**config.mk**
```make
export PLATFORM = sky130hd
export DESIGN_NAME = add_round_key5
export DESIGN_NICKNAME = d
export VERILOG_FILES = /design/src/rtl/add_round_key5.sv
export SDC_FILE = /design/constraint.sdc
export NUM_CORES = 1
export LEC_CHECK = 0
export CORE_MARGIN = 2
export CORE_UTILIZATION = 39
export DETAILED_ROUTE_END_ITERATION = 8
export HOLD_SLACK_MARGIN = 0.02
export SKIP_CTS_REPAIR_TIMING = 1
export SYNTH_ARGS = -nofsm -noshare
export SYNTH_HDL_FRONTEND = slang
export SYNTH_SLANG_ARGS = --single-unit
```
**constraint.sdc**
```tcl
create_clock -name clk -period 4.8 [get_ports clk]
set_input_delay 0.48 -clock clk [delete_from_list [all_inputs] [get_ports clk]]
set_output_delay 0.48 -clock clk [all_outputs]
set_load 0.005 [all_outputs]
```
**src/rtl/add_round_key5.sv**
```systemverilog
// add_round_key5 - round-5 AddRoundKey stage.
//
// Buffers a 16-byte cipher state (byte-serial, column-major index 0..15),
// then raises round_complete to ask the upstream key expansion stage for
// its round key. Each key byte is XORed with the matching buffered state
// byte and streamed out one cycle later.
//
// Ports:
//   clk            rising-edge clock
//   rst            asynchronous active-high reset
//   din_state      state byte in, qualified by enable_state
//   enable_state   din_state valid this cycle
//   state_ready    high while state bytes are being accepted
//   din_key        round-key byte from the key stage
//   enable_key     din_key valid
//   round_complete key request to the key stage
//   dout           state XOR key result byte
//   enable_out     dout valid
//   busy           high whenever state bytes are not being accepted
module add_round_key5 #(
  parameter int REQ_HOLD = 3,
  parameter int NB       = 16
) (
  input  logic       clk,
  input  logic       rst,
  input  logic [7:0] din_state,
  input  logic       enable_state,
  output logic       state_ready,
  input  logic [7:0] din_key,
  input  logic       enable_key,
  output logic       round_complete,
  output logic [7:0] dout,
  output logic       enable_out,
  output logic       busy
);

  typedef enum logic [1:0] {
    LOAD_STATE,
    REQ_KEY,
    LOAD_KEY,
    FLUSH
  } state_t;

  localparam int            HW       = $clog2(REQ_HOLD + 1);
  localparam logic [4:0]    LAST_IDX = 5'(NB - 1);
  localparam logic [HW-1:0] HOLD_MAX = HW'(REQ_HOLD);

  state_t        state;
  state_t        state_next;
  logic [7:0]    sbuf [NB];
  logic [4:0]    sidx;
  logic [4:0]    kidx;
  logic [HW-1:0] hold_cnt;
  logic          state_take;
  logic          key_take;

  // A byte is only taken when the FSM is in a phase that wants it, so
  // simultaneous state and key strobes can never both be accepted.
  assign state_take = (state == LOAD_STATE) && enable_state;
  assign key_take   = ((state == REQ_KEY) || (state == LOAD_KEY)) && enable_key;

  always_ff @(posedge clk or posedge rst) begin
    if (rst) begin
      state <= LOAD_STATE;
    end else begin
      state <= state_next;
    end
  end

  // round_complete keeps requesting through the early part of LOAD_KEY
  // until the hold counter saturates, so an early first key byte cannot
  // shorten the request below REQ_HOLD cycles. Being decoded from the
  // state register, it drops as soon as rst clears the state.
  always_comb begin
    state_next     = state;
    state_ready    = 1'b0;
    busy           = 1'b1;
    round_complete = 1'b0;
    case (state)
      LOAD_STATE: begin
        state_ready = 1'b1;
        busy        = 1'b0;
        if (state_take && (sidx == LAST_IDX)) begin
          state_next = REQ_KEY;
        end
      end
      REQ_KEY: begin
        round_complete = 1'b1;
        if (key_take) begin
          state_next = LOAD_KEY;
        end
      end
      LOAD_KEY: begin
        round_complete = (hold_cnt < HOLD_MAX);
        if (key_take && (kidx == LAST_IDX)) begin
          state_next = FLUSH;
        end
      end
      FLUSH: begin
        state_next = LOAD_STATE;
      end
      default: begin
        state_next = LOAD_STATE;
      end
    endcase
  end

  // The state buffer needs no reset; its contents only matter after a
  // full block has been written.
  always_ff @(posedge clk) begin
    if (state_take) begin
      sbuf[sidx[3:0]] <= din_state;
    end
  end

  always_ff @(posedge clk or posedge rst) begin
    if (rst) begin
      sidx       <= '0;
      kidx       <= '0;
      hold_cnt   <= '0;
      dout       <= 8'h00;
      enable_out <= 1'b0;
    end else begin
      enable_out <= 1'b0;
      case (state)
        LOAD_STATE: begin
          if (state_take) begin
            sidx <= sidx + 5'd1;
          end
        end
        REQ_KEY, LOAD_KEY: begin
          if (hold_cnt < HOLD_MAX) begin
            hold_cnt <= hold_cnt + HW'(1);
          end
          if (key_take) begin
            dout       <= sbuf[kidx[3:0]] ^ din_key;
            enable_out <= 1'b1;
            kidx       <= kidx + 5'd1;
          end
        end
        FLUSH: begin
          sidx     <= '0;
          kidx     <= '0;
          hold_cnt <= '0;
        end
        default: begin
          sidx <= '0;
        end
      endcase
    end
  end

endmodule

```
Word level (Yosys, flattened, before mapping)
Memories as Yosys holds them, arrays and structs flattened.
Index checks and enable logic that the tools add are counted.

storage, ports and cells
  bits in registers = 23
  bits in writable memories = 128
  input bits = 20
  output and inout port bits = 12
  word-level logic and storage cells = 54
  memories = 1

operators by class
  add/sub/neg operators = 3
  order comparisons = 1
  eq/ne operators = 11
  mux-type cells = 17
  bitwise logic cells = 1
  reductions and logical operators = 14

memory list
  memory  words  width  read ports  clocked after Yosys merged registers in  wr ports  line  RTL
  sbuf    16     8      1           0                                        1         50    logic [7:0] sbuf [NB];

operator list
  operator             number
  $pmux 5 s2           2
  $add 5x1->5 const B  2
  $eq 5x4->1 const B   2
  $mux 5               2
  $mux 2               4
  $ne 2x2->1 const B   4
  $pmux 2 s4           1
  $reduce_and 2->1     4
  $xor 8x8->8          1
  $mux 1               6
  $eq 2x2->1 const B   2
  $logic_and 1x1->1    4
  $ne 2x1->1 const B   2
  $pmux 2 s2           1
  $reduce_bool 2->1    2
  $reduce_and 3->1     1
  $add 2x1->2 const B  1
  $eq 2x1->1 const B   1
  $logic_not 2->1      1
  $lt 2x2->1 const B   1
  $pmux 1 s2           1
  $reduce_or 2->1      1
  $logic_or 1x1->1     1

Logic depth before layout (Yosys ltp)
Gate-level depths: netlist (run 1).

  depth after elaboration = 6
  mapped depth = 9
  gate-level depth less buffers = 7

Worst setup path before layout (run 1)
No wires, ideal clock.

  path kind = reg2reg
  from = reg state[0]
  to = mem sbuf[0][0], enable pin
  setup time = 0.395 ns
  arrival time = 1.806 ns
  required time = 4.405 ns
  slack = 2.600 ns
  stages on the path, launching flop included = 5
  path buffers = 0
  period minus slack after synthesis = 2.200 ns
  cells stage by stage = dfrtp_1 -> inv_1 -> ha_1 -> inv_1 -> nor4_1

on the way
  longest elaborated chain between the ends = 4

ends and longest elaborated chain
  what                          line  RTL
  start: declaration            48    state_t state;
  start signal: assignment      66    state <= state_next;
  $logic_not 2->1               59    assign state_take = (state == LOAD_STATE) && enable_state;
  $logic_and 1x1->1             59
  $mux 1                        111   if (state_take) begin
  $mux 1 (implied by the code)  112   sbuf[sidx[3:0]] <= din_state;
  end: declaration              50

No other way between the ends.

Worst setup path after layout (run 1)
  from = reg state[0]
  to = reg dout[7]

on the way
  longest elaborated chain between the ends = 4
  elaborated cells between the ends (all ways) = 6
  classes of those cells = eq/ne (2); reduce/logical (4)

ends and longest elaborated chain
  what                                      line     RTL
  $eq 2x1->1 or $eq 2x2->1 (tied branches)  60, 125
  $logic_or 1x1->1                          60       assign key_take = ((state == REQ_KEY) || (state == LOAD_KEY)) && enable_key;
  $logic_and 1x1->1                         60
  $reduce_and 2->1 (no line) *              n/a
  end signal: assignment                    136      dout <= sbuf[kidx[3:0]] ^ din_key;
  end: declaration                          32       output logic [7:0] dout,

Every way passes the cells marked *; elsewhere a longest branch is shown, timed or not.
A chain may end at the register's enable or synchronous reset.

==> results.cfg, run 1 <==
[global_route]
grt_first_pass_wirelength_um = 20200
antenna_found_initial = 0
grt_usage = 0.159
grt_pass1_vias = 3547
overflow = 0
grt_max_degree = 38

[logic_synthesis]
syn_area_um2 = 6480
synth_fp_nets = 404
synth.avg_cell_area_um2 = 17.4
synth_top_area_frac = 0.593
synthTopCellsByArea = edfxtp_1, dfrtp_1, mux4_1
syn_inst = 372
yosysTopAreaCell = edfxtp_1
synth.most_common_cell = edfxtp_1
synth_edf_count = 128
synth_common_cells = edfxtp_1, dfrtp_1, mux4_1, nand3_1, nand2_1
ys.flop_type = edfxtp_1
ys_types = 35
ys_async_sr_fraction = 0.152
synth_seq_area_share = 0.682
ys_warn_count = 0
yosys_register_bits = 151

[power_and_ir_drop]
totalPowerFinal_mw = 4.19
ir_drop_mv = 0.261
power.switching_mw = 1.23
intPower_mw = 2.96
powerDensity_nw_per_um2 = 556
leakage_nw = 2.60
swShare = 0.294
clockPowerShare = 0.323
power_frac_comb = 0.278
p_seq_frac = 0.399

[place]
dp_hpwl_um = 8440
place.gp.congestion = 0.747
pre_cts_ws_ns = 1.89
portBuffers = 31

[clock_network]
cts_sinks = 151
clock_latency_ns = 0.42
cts.clk_slew.worst_paths_ns = 0.06
numCtsBuffers = 17
cts.path.max_buffers = 2
htreeDepth = 4
root_buffer = clkbuf_16
cts_tree = done

[floorplan]
initial_core_util = 0.395
die_area_um2 = 17700
fp.dieW_um = 133
io_pins = 32
die_y_um = 133
core-area_um2 = 16400
rows = 47

[final_layout]
final-seq-area_um2 = 4420
fin_util = 0.460
nFillCells = 1373
syn_to_final_growth_pct = 16.4
diodes = 0
nets = 435
final_layout_size_suffix_gt1_frac = 0.111
multi_input_area_um2 = 1860

[drt]
drc_errors = 0
vias_per_cell = 5.38
drt_iter0_drc = 251
ant_nets = 0
vias = 3419
drt_first_pass_iters = 5
wl_per_cell_um = 20.5
wirelength_um = 13000

[worst_setup_path]
start_kind = flip-flop
cp_slowest_cell = nand2_1
cpLargestDelayFamily = simple AND/OR/NAND/NOR gates
critPathCaptureType = flip-flop
arrival_ns = 3.03
crit_top_cell = inv_1
cp_max_fo = 18
cp.buffers_inverters = 2
slowest_delay_ns = 0.59
path_cells = inv_1 -> ha_1 -> nand2_1 -> inv_1 -> and3_1 -> a22oi_1 -> nand3_1
crit_type = reg2reg
crit_required_ns = 5.10

[timing]
min_period_over_period = 0.570
rsz0062_at_grt = false
tightest_slew_ns = 1.21
final-hold-violation-count = 0
fin_ws_ns = 2.06
fin_skew_ns = 0.0108
fin_crit_ns = 2.74
fmax_ghz = 0.365
setup_tns_ns = 0
max_slew_margin = 0.188
setup_viol = 0
slew_viol_final = 0

[flow_run]
drv_cap = 0

[min_path]
hold_class = reg2reg

[outcome]
status = finished, final reports clean
[power groups by stage]
stage	clock [mW]	sequential, mW	combinational (mW)
2_1_floorplan	0	1.63	0.912
5_1_grt	1.44	1.69	1.27
4_1_cts	1.37	1.67	1.19
3_3_place_gp	0	1.69	1.15
3_5_place_dp	0	1.70	1.18
6_report	1.35	1.67	1.17
[logic make-up after synthesis]
group                    Yosys count  share of synthesized area
AND/OR/NAND/NOR                   83                     0.0618
AO/OA/AOI/OAI                     45                     0.0548
multiplexers                      47                      0.147
adder cells (fa/ha/maj)           12                     0.0232
flip-flops                       151                      0.682
buffers and inverters             34                     0.0318
[state kept, by name, indices dropped and copies added (netlist names)]
signal      count
sbuf          128
kidx            5
hold_cnt        2
state           2
dout            8
sidx            5
enable_out      1
[metrics by stage]
stage	std cells	instance area (um^2)	hold WS, ns
after detailed placement	604	6930	0.488
final	636	7550	0.506
after global routing	636	7550	0.514
after floorplan	372	6480	0.457
after global placement	604	6930	0.466
after CTS	636	7550	0.496
[worst reg2reg max path, cell delays in order, from the launching register on]
cell,delay [ns]
dfrtp_1,0.37
inv_1,0.09
ha_1,0.53
nand2_1,0.59
inv_1,0.44
and3_1,0.32
a22oi_1,0.17
nand3_1,0.10
[area by class of cell]
| cell class | instances | share of cell area |
|---|---|---|
| flip-flops and latches | 151 | 0.586 |
| repair buffers | 35 | 0.0451 |
| inverters | 11 | 0.00547 |
| clock buffers | 24 | 0.0652 |
| clock inverters | 8 | 0.0162 |
| well taps | 220 | 0.0365 |
| multi-input cells | 187 | 0.246 |
[cell usage in the layout (no fill, tap or decap), types with 6 or more instances in the layout]
| cell type | Yosys | routed |
|---|---|---|
| a22oi_1 | 9 | 9 |
| dfrtp_1 | 23 | 23 |
| a2111o_1 | 8 | 8 |
| nand2_1 | 19 | 19 |
| nor2_1 | 15 | 15 |
| nor3_1 | 6 | 6 |
| and3_1 | 11 | 11 |
| edfxtp_1 | 128 | 128 |
| inv_1 | 11 | 11 |
| mux4_1 | 21 | 21 |
| mux4_2 | 11 | 11 |
| mux2i_1 | 14 | 14 |
| ha_1 | 12 | 12 |
| clkbuf_16 | 0 | 17 |
| o22ai_1 | 10 | 10 |
| clkdlybuf4s50_1 | 0 | 31 |
| nand3_1 | 21 | 21 |
[worst paths after layout]
kind	slack, ns	depth (start not counted)	end	start
max	2.06	7	dout[7]$_DFFE_PP0P_	state[0]$_DFFE_PP0P_
min	0.51	1	hold_cnt[0]$_DFFE_PP0P_	hold_cnt[0]$_DFFE_PP0P_
max reg2reg	2.06	7	dout[7]$_DFFE_PP0P_	state[0]$_DFFE_PP0P_
min reg2reg	0.51	1	hold_cnt[0]$_DFFE_PP0P_	hold_cnt[0]$_DFFE_PP0P_
max in group asynchronous	3.64	2	sidx[1]$_DFFE_PP0P_	rst
min in group asynchronous	0.58	2	dout[6]$_DFFE_PP0P_	rst
[per-layer routing]
layer / track usage / part of all wire / up-vias
met3: 0.0464 / 0.051 / 8
met2: 0.256 / 0.50 / 86
li1: - / - / 1572
met4: 0.0669 / 0.017 / 0
met5: 0 / 0 / -
met1: 0.201 / 0.43 / 1753
Power figures use the tool's default switching activity.
==> run 2: changes to the inputs <==
==> constraint.sdc (replaced) <==
create_clock -name clk -period 2.69 [get_ports clk]
set_input_delay 0.269 -clock clk [delete_from_list [all_inputs] [get_ports clk]]
set_output_delay 0.269 -clock clk [all_outputs]
set_load 0.005 [all_outputs]
==> results.cfg, run 2 (synthesis gave the netlist of run 1 again) <==
[outcome]
status = finished, final reports clean

[global_route]
overflow = 0
grt_max_degree = 24
grt_usage = 0.171
antenna_found_initial = 0
grt_first_pass_wirelength_um = 21900
grt_pass1_vias = 3631

[worst_setup_path]
arrival_ns = 1.92
crit_type = reg2out
path_cells = inv_1 -> ha_1 -> nor2b_1 -> o21a_1 -> clkdlybuf4s50_1
crit_path_end = round_complete
cp_max_fo = 3
r2r_slack_ns = 0.55
timing.rr.end = dout[7]$_DFFE_PP0P_
start_kind = flip-flop
r2r-start = kidx[3]$_DFFE_PP0P_
cp_slowest_cell = clkdlybuf4s50_1
critPathLaunch = state[0]$_DFFE_PP0P_
rr_worst_depth = 4
crit_required_ns = 2.42
critPathCaptureType = output pin
slowest_delay_ns = 0.51

[timing]
slew_viol_final = 0
tightest_slew_ns = 0.891
setup_tns_ns = 0
final-hold-violation-count = 0
fin_crit_ns = 2.18
setup_viol = 0
rsz0062_at_grt = false
fin_ws_ns = 0.506
max_slew_margin = 0.406
fin_skew_ns = 0.00755
fmax_ghz = 0.458
min_period_over_period = 0.812

[place]
place.gp.congestion = 0.789
portBuffers = 31
pre_cts_ws_ns = 0.538
dp_hpwl_um = 9040

[min_path]
hold_class = in2async

[clock_network]
cts.clk_slew.worst_paths_ns = 0.06
htreeDepth = 4
cts_sinks = 151
root_buffer = clkbuf_16
cts.path.max_buffers = 2
numCtsBuffers = 17
cts_tree = done
clock_latency_ns = 0.42

[drt]
drc_errors = 0
drt_iter0_drc = 321
drt_first_pass_iters = 5
ant_nets = 0
wirelength_um = 13900
vias_per_cell = 5.49
wl_per_cell_um = 21.2
vias = 3608

[final_layout]
final_layout_size_suffix_gt1_frac = 0.156
nFillCells = 1373
nets = 456
layout_common_cells = edfxtp_1, clkdlybuf4s50_1, buf_4
fin_util = 0.471
final-seq-area_um2 = 4420
syn_to_final_growth_pct = 19.1
diodes = 0
final_common_cell = edfxtp_1
multi_input_area_um2 = 1860
largest_reg_flops = 128

[floorplan]
core-area_um2 = 16400
initial_core_util = 0.395
die_y_um = 133
rows = 47
io_pins = 32
fp.dieW_um = 133
die_area_um2 = 17700

[power_and_ir_drop]
totalPowerFinal_mw = 7.70
leakage_nw = 2.72
powerDensity_nw_per_um2 = 997
ir_drop_mv = 0.492

[flow_run]
drv_cap = 0
==> run 2: how the worst min path moves through the flow <==
stage,endpoint,slack (ns),cells after the start
after detailed placement,hold_cnt[0]$_DFFE_PP0P_,0.48,1
after CTS,dout[6]$_DFFE_PP0P_,0.23,3
after global routing,dout[6]$_DFFE_PP0P_,0.28,3
final,dout[7]$_DFFE_PP0P_,0.23,3
after floorplan,dout[0]$_DFFE_PP0P_,0.27,1
after global placement,hold_cnt[0]$_DFFE_PP0P_,0.46,1
==> run 2: per-layer routing <==
layer	vias to the layer above	routed length, um	track usage
met3	13	572	0.0352
li1	1623	-	-
met4	0	210	0.0627
met2	99	6790	0.267
met1	1873	6360	0.240
met5	-	0	0
==> run 2: through the flow <==
| stage | std cells | hold slack (ns) | area (um^2) |
|---|---|---|---|
| after floorplan | 372 | 0.271 | 6480 |
| after CTS | 657 | 0.226 | 7720 |
| final | 657 | 0.232 | 7720 |
| after global placement | 625 | 0.464 | 7090 |
| after detailed placement | 625 | 0.481 | 7090 |
| after global routing | 657 | 0.276 | 7720 |
==> run 2: power by group <==
group          internal, mW  switching, mW  leakage, nW
Sequential             2.76          0.203         1.45
Combinational          1.03           1.20        0.972
Clock                  1.57          0.942        0.304
==> run 2: area by class of cell <==
| type | instances | area share |
|---|---|---|
| sequential | 151 | 0.572 |
| multi-input combinational | 187 | 0.241 |
| timing repair buffer | 56 | 0.0645 |
| tap | 220 | 0.0357 |
| inverter | 11 | 0.00535 |
| clock buffer | 19 | 0.0561 |
| clock inverter | 13 | 0.0254 |
==> run 2: critical path, delay by kind of cell (launching register included) <==
| kind | cells | cell delay [ns] |
|---|---|---|
| AO/OA/AOI/OAI | 1 | 0.16 |
| adder cells (fa/ha/maj) | 1 | 0.18 |
| buffers and inverters | 2 | 0.63 |
| flip-flops | 1 | 0.41 |
| AND/OR/NAND/NOR | 1 | 0.13 |
==> run 3: changes to the inputs <==
==> constraint.sdc (replaced) <==
create_clock -name clk -period 2 [get_ports clk]
set_input_delay 0.2 -clock clk [delete_from_list [all_inputs] [get_ports clk]]
set_output_delay 0.2 -clock clk [all_outputs]
set_load 0.005 [all_outputs]
==> results.cfg, run 3 (synthesis gave the netlist of run 1 again) <==
[drt]
ant_nets = 0
dr_wl_met2_um = 6910
wl_met3_um = 647
drt_iter0_drc = 350
drt_first_pass_iters = 5
vias = 3638
wirelength_um = 13900
drc_errors = 0
vias_per_cell = 5.40
top_layer_used = met4
wl_per_cell_um = 20.7
wl_met1_um = 6050

[global_route]
grt_pass1_vias = 3751
antenna_found_initial = 0
grt_max_degree = 24
grt_usage = 0.167
grt_first_pass_wirelength_um = 21500
overflow = 0

[floorplan]
die_area_um2 = 17700
rows = 47
die_y_um = 133
initial_core_util = 0.395
fp.dieW_um = 133
io_pins = 32
core-area_um2 = 16400

[final_layout]
layout_common_cells = edfxtp_1, buf_4, clkdlybuf4s50_1
fin_util = 0.479
nFillCells = 1383
syn_to_final_growth_pct = 21.2
final_common_cell = edfxtp_1
diodes = 0
final_layout_size_suffix_gt1_frac = 0.207
nets = 473
fin_area_um2 = 7860
largest_reg_flops = 128

[clock_network]
numCtsBuffers = 17
clock_latency_ns = 0.42
cts_sinks = 151
root_buffer = clkbuf_16
htreeDepth = 4
cts.clk_slew.worst_paths_ns = 0.06
cts_tree = done
cts.path.max_buffers = 2

[timing]
rsz0062_at_grt = true
fmax_ghz = 0.523
max_slew_margin = 0.579
slew_viol_final = 0
fin_skew_ns = 0.00866
holdWs_ns = 0.152
setup_viol = 0
fin_ws_ns = 0.0873
tightest_slew_ns = 0.630
final-hold-violation-count = 0
min_period_over_period = 0.956
fin_crit_ns = 1.91

[worst_setup_path]
r2r_slack_ns = 0.09
slowest_delay_ns = 0.60
critPathCaptureType = flip-flop
arrival_ns = 2.21
crit_type = reg2reg
cp_max_fo = 10
crit_required_ns = 2.30
rr_worst_depth = 5
timing.rr.end = dout[1]$_DFFE_PP0P_
path_cells = buf_12 -> mux4_1 -> mux2i_1 -> a2111o_1 -> nand3_1
cp_slowest_cell = mux4_1
start_kind = flip-flop
cpLargestDelayFamily = multiplexers
cp.buffers_inverters = 1
r2r-start = kidx[2]$_DFFE_PP0P_

[place]
portBuffers = 31
place.gp.congestion = 0.796
dp_hpwl_um = 9220
pre_cts_ws_ns = 0.0108
place_area_um2 = 7220

[outcome]
status = finished, final reports clean

[flow_run]
drv_cap = 0

[power_and_ir_drop]
ir_drop_mv = 0.675
powerDensity_nw_per_um2 = 1320
leakage_nw = 2.80

[min_path]
hold_class = in2async
[run 3: cell types whose count changed in the layout (fill, tap and decap cells not counted), sizes merged, moves of 2 or more]
cell           previous run  this run
buf                      25        42
bufinv                    4         1
clkbuf                   19        17
clkdlybuf4s50            31        29
clkinv                    5        10
dlymetal6s2s              0         2
[run 3: layout make-up]
class,count,area (um^2),area share
Sequential cell,151,4420,0.562
Multi-Input combinational cell,187,1890,0.240
Clock buffer,17,425,0.0541
Inverter,11,45.0,0.00573
Tap cell,220,275,0.0350
Clock inverter,15,129,0.0164
Timing Repair Buffer,73,676,0.0860
[run 3: through the flow]
step | setup TNS, ns | cells | power (mW)
final | 0 | 674 | 10.4
after CTS | -0.384 | 668 | 10.2
after global placement | 0 | 636 | 7.18
after global routing | -0.0456 | 674 | 10.9
after floorplan | -1.63 | 372 | 6.11
after detailed placement | 0 | 636 | 7.28
[run 3: metal layers]
layer	global-route usage	up-vias
met4	0.0663	0
met1	0.216	1882
met5	0	-
met3	0.0494	17
li1	-	1653
met2	0.266	86
[run 3: how the worst max path moves through the flow]
| stage | start | to | slack [ns] | depth (start not counted) |
|---|---|---|---|---|
| 2_1_floorplan | state[0]$_DFFE_PP0P_ | sbuf[1][0]$_DFFE_PP_ | -0.10 | 5 |
| 3_3_place_gp | kidx[2]$_DFFE_PP0P_ | dout[3]$_DFFE_PP0P_ | 0.09 | 6 |
| 3_5_place_dp | kidx[2]$_DFFE_PP0P_ | dout[3]$_DFFE_PP0P_ | 0.01 | 6 |
| 4_1_cts | state[1]$_DFFE_PP0P_ | round_complete | -0.23 | 4 |
| 5_1_grt | state[1]$_DFFE_PP0P_ | dout[6]$_DFFE_PP0P_ | -0.03 | 8 |
| 6_report | kidx[2]$_DFFE_PP0P_ | dout[1]$_DFFE_PP0P_ | 0.09 | 5 |
[run 3: power breakdown]
part           switching [mW]  internal (mW)
clock network            1.25           1.71
registers               0.188           3.72
logic                    1.77           1.73
[run 3: worst reg2reg max path, cell delays in order, from the launching register on]
cell and delay (ns):
dfrtp_1 0.39, buf_12 0.16, mux4_1 0.60, mux2i_1 0.36
a2111o_1 0.22, nand3_1 0.06
